[config.mk]
export PLATFORM = sky130hd
export DESIGN_NAME = prescale_div_n
export DESIGN_NICKNAME = d
export VERILOG_FILES = /design/src/rtl/prescale_div_n.sv
export SDC_FILE = /design/constraint.sdc
export NUM_CORES = 1
export LEC_CHECK = 0
export ABC_AREA = 1
export BUFFER_PORTS_ARGS = -buffer_cell sky130_fd_sc_hd__buf_2
export CAP_MARGIN = 15
export CELL_PAD_IN_SITES_DETAIL_PLACEMENT = 0
export CELL_PAD_IN_SITES_GLOBAL_PLACEMENT = 1
export CORE_AREA = 2 2 83 45
export CTS_CLUSTER_DIAMETER = 200
export DETAILED_ROUTE_END_ITERATION = 8
export DIE_AREA = 0 0 85 47
export PLACE_DENSITY_LB_ADDON = 0.1
export REMOVE_ABC_BUFFERS = 1
export SYNTH_ARGS = -nofsm -noshare
export SYNTH_HDL_FRONTEND = slang
export SYNTH_SLANG_ARGS = --single-unit
[constraint.sdc]
create_clock -name ip1 -period 2.16 [get_ports ip1]
set_input_delay 0.108 -clock ip1 [delete_from_list [all_inputs] [get_ports ip1]]
set_output_delay 0.108 -clock ip1 [all_outputs]
set_load 0.01 [all_outputs]
[src/rtl/prescale_div_n.sv]
// Programmable divide-by-N prescaler: terminal-count tick, toggle output op1 (period 2N), divisor reload via load/ack.
// Optional macro PRESCALE_SYNC_LOAD_EN defers a running reload to the next terminal count (PEND state).
module prescale_div_n #(
    parameter int WIDTH       = 8,
    parameter int DEFAULT_DIV = 2
) (
    input  logic             ip1,
    input  logic             reset,
    input  logic             en,
    input  logic [WIDTH-1:0] div_in,
    input  logic             div_load,
    output logic             div_ack,
    output logic             div_err,
    output logic             tick,
    output logic             op1,
    output logic [WIDTH-1:0] cnt,
    output logic             busy
);

    typedef enum logic [1:0] {
        IDLE = 2'd0,
        RUN  = 2'd1,
        PEND = 2'd2
    } state_t;

    state_t           state_reg;
    logic [WIDTH-1:0] div_q;
    logic             counting;
    logic             at_tc;
    logic             load_ok;
    logic             load_bad;
    logic             load_now;

    // The cycle that leaves RUN still counts, so a terminal count there fires.
    assign counting = en || (state_reg != IDLE);
    assign at_tc    = counting && (cnt == div_q - WIDTH'(1));
    assign load_ok  = div_load && (div_in != '0);
    assign load_bad = div_load && (div_in == '0);

`ifdef PRESCALE_SYNC_LOAD_EN
    logic [WIDTH-1:0] pend_q;
    logic             defer;
    logic             pend_apply;

    assign defer      = load_ok && en && (state_reg == RUN);
    assign load_now   = load_ok && !defer && (state_reg != PEND);
    assign pend_apply = (state_reg == PEND) && (!en || at_tc);
`else
    assign load_now   = load_ok;
`endif

    always_ff @(posedge ip1 or negedge reset) begin
        if (!reset) begin
            state_reg <= IDLE;
            busy      <= 1'b0;
            cnt       <= '0;
            div_q     <= WIDTH'(DEFAULT_DIV);
            op1       <= 1'b0;
            tick      <= 1'b0;
            div_ack   <= 1'b0;
            div_err   <= 1'b0;
`ifdef PRESCALE_SYNC_LOAD_EN
            pend_q    <= '0;
`endif
        end else begin
            tick      <= 1'b0;
            div_ack   <= 1'b0;
            div_err   <= load_bad;
            state_reg <= en ? RUN : IDLE;
            busy      <= en;

            if (load_now) begin
                // Immediate reload suppresses any tick and leaves op1 alone.
                div_q   <= div_in;
                cnt     <= '0;
                div_ack <= 1'b1;
            end else begin
                if (at_tc) begin
                    cnt  <= '0;
                    tick <= 1'b1;
                    op1  <= ~op1;
                end else if (en) begin
                    cnt <= cnt + WIDTH'(1);
                end else begin
                    cnt <= '0;
                end
`ifdef PRESCALE_SYNC_LOAD_EN
                if (load_ok && (defer || state_reg == PEND)) begin
                    pend_q <= div_in;
                end
                if (pend_apply) begin
                    // Tick above still fires; the newest pending divisor takes over.
                    div_q   <= load_ok ? div_in : pend_q;
                    cnt     <= '0;
                    div_ack <= 1'b1;
                end else if (defer || state_reg == PEND) begin
                    state_reg <= PEND;
                end
`endif
            end
        end
    end

endmodule

==> results of run 1 <==
-- state kept, by name (all words and copies together) (netlist names) --
signal	count
div_ack	1
div_q	8
div_err	1
tick	1
busy	1
op1	1
cnt	8
-- cell usage after synthesis (2+ instances only) --
library cell | number | area [um2]
inv_2 | 2 | 7.51
nand3_1 | 10 | 50.1
xnor2_1 | 5 | 43.8
nand2_2 | 2 | 12.5
nand2_1 | 47 | 176
dfrtp_1 | 20 | 500
xor2_1 | 4 | 35.0
nand4_1 | 5 | 31.3
o21ai_0 | 9 | 45.0
inv_1 | 20 | 75.1
nor2_2 | 2 | 12.5
ha_1 | 2 | 25.0
nor2_1 | 26 | 97.6
-- worst paths after layout --
kind                       slack, ps       from  cells past startpoint       end
min in group asynchronous        330      reset                      2  div_q[0]
min                               60  div_in[5]                      3  div_q[5]
min reg2reg                      530   div_q[7]                      2  div_q[7]
max                              330   div_q[0]                     11       op1
max reg2reg                      330   div_q[0]                     11       op1
max in group asynchronous       1480      reset                      2  div_q[1]
-- logic make-up (layout without fill, tap and decap cells) --
kind of cell | Yosys count | in the layout | share of synthesized area
flops | 21 | 21 | 0.443
xor+xnor | 9 | 9 | 0.0663
simple gates | 96 | 96 | 0.354
compound gates | 9 | 9 | 0.0379
buf+inv | 24 | 52 | 0.0779
fa+ha+maj | 2 | 2 | 0.0210
-- per-stage QoR --
stage,worst slack [ps],instances
floorplan,540,159
global placement,345,225
detailed placement,345,225
CTS,333,231
global route,172,231
finish,326,231
-- worst reg2reg max path, cell delays in order (launching register included) --
cell and delay [ps]:
dfrtp_1 420, inv_1 160, ha_1 320, nand2_1 100, nor2_1 110, nand2_1 60
nand2_1 70, nand3_1 90, nor2_2 150, nand3_1 140, nand2_1 80, nand2_1 40
-- power by group through the flow --
stage / Sequential (mW) / Clock (mW) / Combinational, mW
3_5_place_dp: 0.451 / 0 / 0.156
6_report: 0.443 / 0.264 / 0.158
4_1_cts: 0.443 / 0.272 / 0.160
5_1_grt: 0.447 / 0.288 / 0.182
2_1_floorplan: 0.447 / 0 / 0.0987
3_3_place_gp: 0.450 / 0 / 0.158
-- cell type report --
class                   count  area, um2  area share
well taps                  42       52.6      0.0371
multi-input cells         116        569       0.402
flip-flops and latches     21        527       0.372
clock buffers               4       45.0      0.0318
inverters                  22       82.6      0.0583
repair buffers             26        140      0.0989
-- routing by layer --
metal / global-route usage / vias up / part of all wire
li1: - / 551 / -
met4: 0.0381 / 0 / 0.0028
met1: 0.270 / 466 / 0.57
met2: 0.183 / 26 / 0.36
met5: 0 / - / 0
met3: 0.0439 / 2 / 0.068
==> out/results.tsv, run 1 <==
metric	value	unit
clk_pin_slew	80	ps
most-common-layout-cells	47 x nand2_1, 26 x nor2_1, 24 x buf_2	
cp_cell_sequence	inv_1, ha_1, nand2_1, nor2_1, nand2_1, nand2_1, nand3_1, nor2_2, nand3_1, nand2_1, nand2_1	
hold_ws	55.1	ps
worstPathBufferInverterCount	1	
power_frac_seq	0.512	
swShare	0.299	
synth_edf_count	0	
tritoncts	done	
synth_warnings	0	
p_sw	0.259	mW
crit_slowest_cell	dfrtp_1	
powerDensity	611	nW/um2
final_hold_viol_count	0	
combPwrFrac	0.183	
fin_setup_tns	0	ps
grt_pass1_vias	907	
grt_usage	0.159	
die_x	85	um
vias	1045	
power_leakage	0.749	nW
power	0.865	mW
cts_made_buffers	3	
routedWlPerCell	12.3	um
grt_antenna_before_repair	0	
cts_resized	0	
syn_avg_cell_area	7.38	um2
cts_hold_buf	2	
place.gp.congestion	0.886	
critPathRequiredTime	2320	ps
status	finished clean	
setup_viol	0	
grt_overflow_total	0	
num_rows	15	
nFillCells	348	
htreeDepth	1	
dieArea	4000	um2
chipHeight	47	um
grt_pass1_wl	4.66	mm
drv_cap	0	
numPortBuffers	24	
yosys_register_bits	21	
fin_skew	2.19	ps
grt_max_degree	22	
syn_inst	161	
end_kind	flip-flop	
setup.worst_path.class	flip-flop to flip-flop	
drt_iter0_drc	57	
async_flop_share	1.00	
synthDistinctLibCells	20	
core-area	3280	um2
tightest_slew	482	ps
cts.sinks	21	
drc	0	
diodes	0	
vias_per_cell	4.52	
crit_path_max_incr_delay	420	ps
fin_nets	204	
placed_area	1350	um2
clk_latency	260	ps
wirelength	2.85	mm
cts_setup_buffers	0	
fin_area	1420	um2
path_delay_family	simple AND/OR/NAND/NOR gates	
final_common_cell	nand2_1	
dr.pass1.iters	4	
path_max_fanout	7	
yosysSeqAreaShare	0.443	
max_freq	0.545	GHz
utilization	0.431	
root_buffer	clkbuf_8	
arrival	1990	ps
synth_flop_cell	dfrtp_1	
ant_nets	0	
power.share.clock	0.305	
initial_core_util	0.362	
clk_path_buf_depth	2	
netlist_area	1190	um2
area_growth	19.2	%
dp_hpwl	2.25	mm
fin_crit	1830	ps
slew_viol_final	0	
relSlewSlack	0.679	
min_period_over_period	0.849	
layout-drive-gt1-share	0.196	
ios	25	
vdd_drop_max	0.289	mV
p_int	0.606	mW
rsz0062_at_grt	no	
hold_path.class	primary input to flip-flop	
crit_top_cell	nand2_1	
cp-start-kind	flip-flop	
Power figures use the tool's default switching activity.
==> run 2, diff against run 1 <==
Clock period 2.16 ns to 1.7 ns, I/O delays scaled along.
==> run 2 against run 1 <==
The run now ends with setup timing left. Maximum frequency is 5.7% higher. Clock power increased by 26%. Setup slack worse by 360 ps. Final cell count is 1.7% higher. Clock skew fell by 1.5 ps. Die area is the same. Non-clock buffer count grew 4. Sequential cell count did not move. Sequential share of layout area fell by 1.2 points. Count of clock-buffer cells in the layout stayed put. Hold slack got worse by 16 ps. Wire length decreased by 0.70%. Critical path type unchanged. Critical endpoint is now cnt[1].
==> out/results.tsv, run 2 (synthesis results as in run 1) <==
metric	value	unit	change
vias	1058		was 1045
diodes	0		unchanged
die_x	85	um	unchanged
utilization	0.446		was 0.431
grt_max_degree	22		unchanged
core-area	3280	um2	unchanged
final_hold_viol_count	0		unchanged
hold_path.class	primary input to flip-flop		unchanged
rsz0062_at_grt	yes		was no
setup_ws	-34.1	ps	was 326 ps
violations	setup timing		
initial_core_util	0.362		unchanged
cp-start-kind	flip-flop		unchanged
layout-drive-gt1-share	0.238		was 0.196
max_freq	0.577	GHz	was 0.545 GHz
min_period_over_period	1.02		was 0.849
area_growth	23.2	%	was 19.2%
dp_hpwl	2.23	mm	was 2.25 mm
setup.worst_path.class	flip-flop to flip-flop		unchanged
cts_made_buffers	3		unchanged
chipHeight	47	um	unchanged
root_buffer	clkbuf_8		unchanged
slew_viol_final	0		unchanged
most-common-layout-cells	47 x nand2_1, 24 x nor2_1, 24 x buf_2		was 47 x nand2_1, 26 x nor2_1, 24 x buf_2
path_max_fanout	8		was 7
clk_path_buf_depth	2		unchanged
nFillCells	341		was 348
ios	25		unchanged
grt_antenna_before_repair	0		unchanged
fin_crit	1730	ps	was 1830 ps
drv_cap	0		unchanged
setup_viol	9		was 0
tightest_slew	497	ps	was 482 ps
hold_ws	38.7	ps	was 55.1 ps
ant_nets	0		unchanged
final_common_cell	nand2_1		unchanged
grt_pass1_vias	963		was 907
crit_path_max_incr_delay	540	ps	was 420 ps
fin_nets	208		was 204
end_kind	flip-flop		unchanged
place_ws	-68.3	ps	was 345 ps
clk_pin_slew	80	ps	about the same
grt_usage	0.159		about the same
largestRegisters	cnt x8, div_q x8		unchanged
htreeDepth	1		unchanged
vias_per_cell	4.50		was 4.52
vdd_drop_max	0.319	mV	was 0.289 mV
grt_pass1_wl	4.71	mm	was 4.66 mm
dp.cells	229		was 225
cp_cell_sequence	inv_2, ha_4, inv_2, nand2_1, nand3_1, nor2_1, nand3_1, nor2_2, nand2_2, nand2_4, nor2_1		was inv_1, ha_1, nand2_1, nor2_1, nand2_1, nand2_1, nand3_1, nor2_2, nand3_1, nand2_1, nand2_1
drt_iter0_drc	55		was 57
clk_latency	260	ps	about the same
routedWlPerCell	12.0	um	was 12.3 um
relSlewSlack	0.668		was 0.679
cts.sinks	21		unchanged
instances_no_fill	235		was 231
dieArea	4000	um2	unchanged
numPortBuffers	24		unchanged
status	finished, violations left		was finished clean
cts_setup_buffers	0		unchanged
power_leakage	0.767	nW	was 0.749 nW
drc	0		unchanged
wirelength	2.83	mm	was 2.85 mm
grt_overflow_total	0		unchanged
powerDensity	765	nW/um2	was 611 nW/um2
num_rows	15		unchanged
fin_skew	0.711	ps	was 2.19 ps
crit_slowest_cell	dfstp_2		was dfrtp_1
arrival	1890	ps	was 1990 ps
tritoncts	done		unchanged
dr.pass1.iters	4		unchanged
place.gp.congestion	0.846		was 0.886
critPathRequiredTime	1860	ps	was 2320 ps
## run 2: changes by cell type in the layout (fill, tap and decap cells not counted), sizes merged
cell	previous run	this run
buf	24	28
## run 2: final timing paths
| check | from | end | slack [ps] | depth (start not counted) |
|---|---|---|---|---|
| min | div_in[5] | div_q[5] | 40 | 3 |
| min reg2reg | div_q[7] | div_q[7] | 520 | 2 |
| min in group asynchronous | reset | busy | 310 | 2 |
| max | div_q[1] | cnt[1] | -30 | 11 |
| max reg2reg | div_q[1] | cnt[1] | -30 | 11 |
| max in group asynchronous | reset | div_q[1] | 1030 | 2 |
## run 2: where the power goes
part / switching, mW / total, mW / internal (mW)
logic: 0.136 / 0.227 / 0.0907
clock network: 0.166 / 0.333 / 0.167
registers: 0.0308 / 0.559 / 0.529
total: 0.334 / 1.12 / 0.786
## run 2: layout make-up
type,instances,area (um2),area share
inverter,22,82.6,0.0564
sequential,21,527,0.360
timing repair buffer,30,170,0.116
multi-input combinational,116,587,0.401
tap,42,52.6,0.0359
clock buffer,4,45.0,0.0308
## run 2: metrics by stage
stage	power [mW]	setup TNS [ps]	instance area (um2)
final	1.12	-250	1460
after global routing	1.19	-1110	1460
after CTS	1.13	-317	1460
after detailed placement	0.783	-495	1380
after global placement	0.781	-83.8	1380
after floorplan	0.694	0	1180
## run 2: worst max-delay path: cells and delay by family (launching register included)
family | cells | cell delay [ps]
fa+ha+maj | 1 | 260
buf+inv | 2 | 80
flops | 1 | 540
simple gates | 8 | 760
## run 2: what timing repair did
action,in CTS,in global routing
gates resized for setup,5,0
pin swaps,1,1
hold endpoints to repair,21,0
hold buffers,2,0
setup endpoints to repair,9,10
## run 2: layer usage
layer / GRT usage / vias to the layer above / part of all wire
met5: 0 / - / 0
met4: 0.00952 / 0 / 0
li1: - / 561 / -
met2: 0.214 / 24 / 0.37
met1: 0.255 / 473 / 0.58
met3: 0.0457 / 0 / 0.055
==> run 3, diff against run 2 <==
Settings changed: CORE_AREA 2 2 83 45 to 2 2 87 47, DIE_AREA 0 0 85 47 to 0 0 89 49.
Clock period 1.7 ns to 1.5 ns, I/O delays scaled along.
==> run 3 against run 2 <==
Maximum frequency grew 3.6%. The run still ends with setup timing left. Sequential cell count is the same. First-iteration DRC count shrank 13%. Final area grew 6.1%. Largest power group unchanged. Global-route usage shrank 0.57 points. Sequential power grew 12%.
==> out/results.tsv, run 3 (synthesis results as in run 1) <==
metric	value	unit	change
utilization	0.422		was 0.446
instances_no_fill	256		was 235
crit_slowest_cell	dfstp_2		unchanged
critPathRequiredTime	1650	ps	was 1860 ps
cp-start-kind	flip-flop		unchanged
core-area	3680	um2	was 3280 um2
grt_usage	0.153		was 0.159
relSlewSlack	0.678		was 0.668
tritoncts	done		unchanged
hold_path.class	primary input to flip-flop		unchanged
multi_input_area	592	um2	was 587 um2
place.gp.congestion	0.743		was 0.846
dieArea	4360	um2	was 4000 um2
diodes	0		unchanged
setup_viol	10		was 9
drc	0		unchanged
cp_cell_sequence	inv_2, ha_4, inv_2, nand2_1, nand3_1, nor2_1, nand3_1, nor2_2, nand2_2, nand2_4, nor2_1		unchanged
seq_area	527	um2	unchanged
numPortBuffers	24		unchanged
layout-drive-gt1-share	0.277		was 0.238
chipHeight	49	um	was 47 um
arrival	1830	ps	was 1890 ps
path_max_fanout	8		unchanged
initial_core_util	0.323		was 0.362
nFillCells	415		was 341
clk_latency	260	ps	about the same
dp_hpwl	2.39	mm	was 2.23 mm
largestRegisters	cnt x8, div_q x8		unchanged
ant_nets	0		unchanged
vias_per_cell	4.24		was 4.50
clk_path_buf_depth	2		unchanged
gr-usage-met3	0.0457		about the same
slew_viol_final	0		unchanged
cts_made_buffers	3		unchanged
use_met2	0.189		was 0.214
status	finished, violations left		unchanged
root_buffer	clkbuf_8		unchanged
crit_path_max_incr_delay	540	ps	about the same
rsz0062_at_grt	yes		unchanged
powerDensity	831	nW/um2	was 765 nW/um2
num_rows	16		was 15
dp.cells	248		was 229
min_period_over_period	1.12		was 1.02
fin_nets	217		was 208
die_x	89	um	was 85 um
ios	25		unchanged
vdd_drop_max	0.467	mV	was 0.319 mV
power_leakage	0.816	nW	was 0.767 nW
setup.worst_path.class	flip-flop to flip-flop		unchanged
grt_max_degree	22		unchanged
grt_pass1_vias	981		was 963
most-common-layout-cells	47 x nand2_1, 24 x nor2_1, 24 x buf_2		unchanged
fin_crit	1670	ps	was 1730 ps
grt_overflow_total	0		unchanged
drv_cap	0		unchanged
grt_antenna_before_repair	0		unchanged
fin_skew	5.78	ps	was 0.711 ps
area_growth	30.6	%	was 23.2%
htreeDepth	1		unchanged
setup_ws	-174	ps	was -34.1 ps
routedWlPerCell	11.5	um	was 12.0 um
clk_pin_slew	80	ps	about the same
tightest_slew	483	ps	was 497 ps
max_freq	0.597	GHz	was 0.577 GHz
dr.pass1.iters	4		unchanged
violations	setup timing		unchanged
final_hold_viol_count	0		unchanged
drt_iter0_drc	48		was 55
busiest_layer	met1		unchanged
final_common_cell	nand2_1		unchanged
vias	1085		was 1058
end_kind	flip-flop		unchanged
grt_pass1_wl	5.00	mm	was 4.71 mm
cts.sinks	21		unchanged
met1_usage	0.260		was 0.255
wirelength	2.94	mm	was 2.83 mm
[run 3: cell type report]
| cell class | count | area share |
|---|---|---|
| timing repair buffer | 39 | 0.153 |
| multi-input combinational | 116 | 0.381 |
| clock inverter | 1 | 0.00322 |
| clock buffer | 3 | 0.0266 |
| tap | 54 | 0.0435 |
| sequential | 21 | 0.339 |
| inverter | 22 | 0.0532 |
[run 3: worst paths after layout]
path / startpoint / to / slack [ps] / depth (start not counted)
setup reg to reg: div_q[1] / cnt[2] / -170 / 11
max in group asynchronous: reset / div_q[1] / 850 / 2
setup / recovery: div_q[1] / cnt[2] / -170 / 11
hold reg to reg: op1 / op1 / 510 / 2
hold / removal: div_in[0] / div_q[0] / 40 / 3
min in group asynchronous: reset / cnt[1] / 300 / 2
[run 3: worst max-delay path: cells and delay by family (launching register included)]
kind | cells | cell delay (ps)
buffers and inverters | 2 | 80
adder cells (fa/ha/maj) | 1 | 260
flip-flops | 1 | 540
AND/OR/NAND/NOR | 8 | 700
[run 3: per-layer routing]
layer / wire [um] / share of wire
met1: 1690 / 0.57
met2: 1080 / 0.37
met3: 166 / 0.056
met4: 14 / 0.0048
met5: 0 / 0
[run 3: timing repair]
item	4_1_cts	5_1_grt
gates resized for setup	4	2
pin swaps	12	7
endpoints found under the hold margin	21	0
hold buffers	2	0
setup buffers	2	0
setup endpoints to repair	10	10
[run 3: per-stage QoR]
| step | power (mW) | setup slack (ps) | TNS (ps) | hold WS, ps | area, um2 |
|---|---|---|---|---|---|
| 2_1_floorplan | 0.786 | -120 | -1040 | -221 | 1180 |
| 3_3_place_gp | 0.904 | -210 | -1920 | 65.3 | 1450 |
| 3_5_place_dp | 0.904 | -235 | -2120 | 69.5 | 1450 |
| 4_1_cts | 1.32 | -259 | -2290 | 28.0 | 1550 |
| 5_1_grt | 1.40 | -347 | -3260 | 39.2 | 1550 |
| 6_report | 1.29 | -174 | -1520 | 38.8 | 1550 |
[run 3: report_power, final]
part           switching [mW]  internal (mW)
combinational           0.165          0.123
clock                   0.189          0.185
sequential             0.0289          0.599
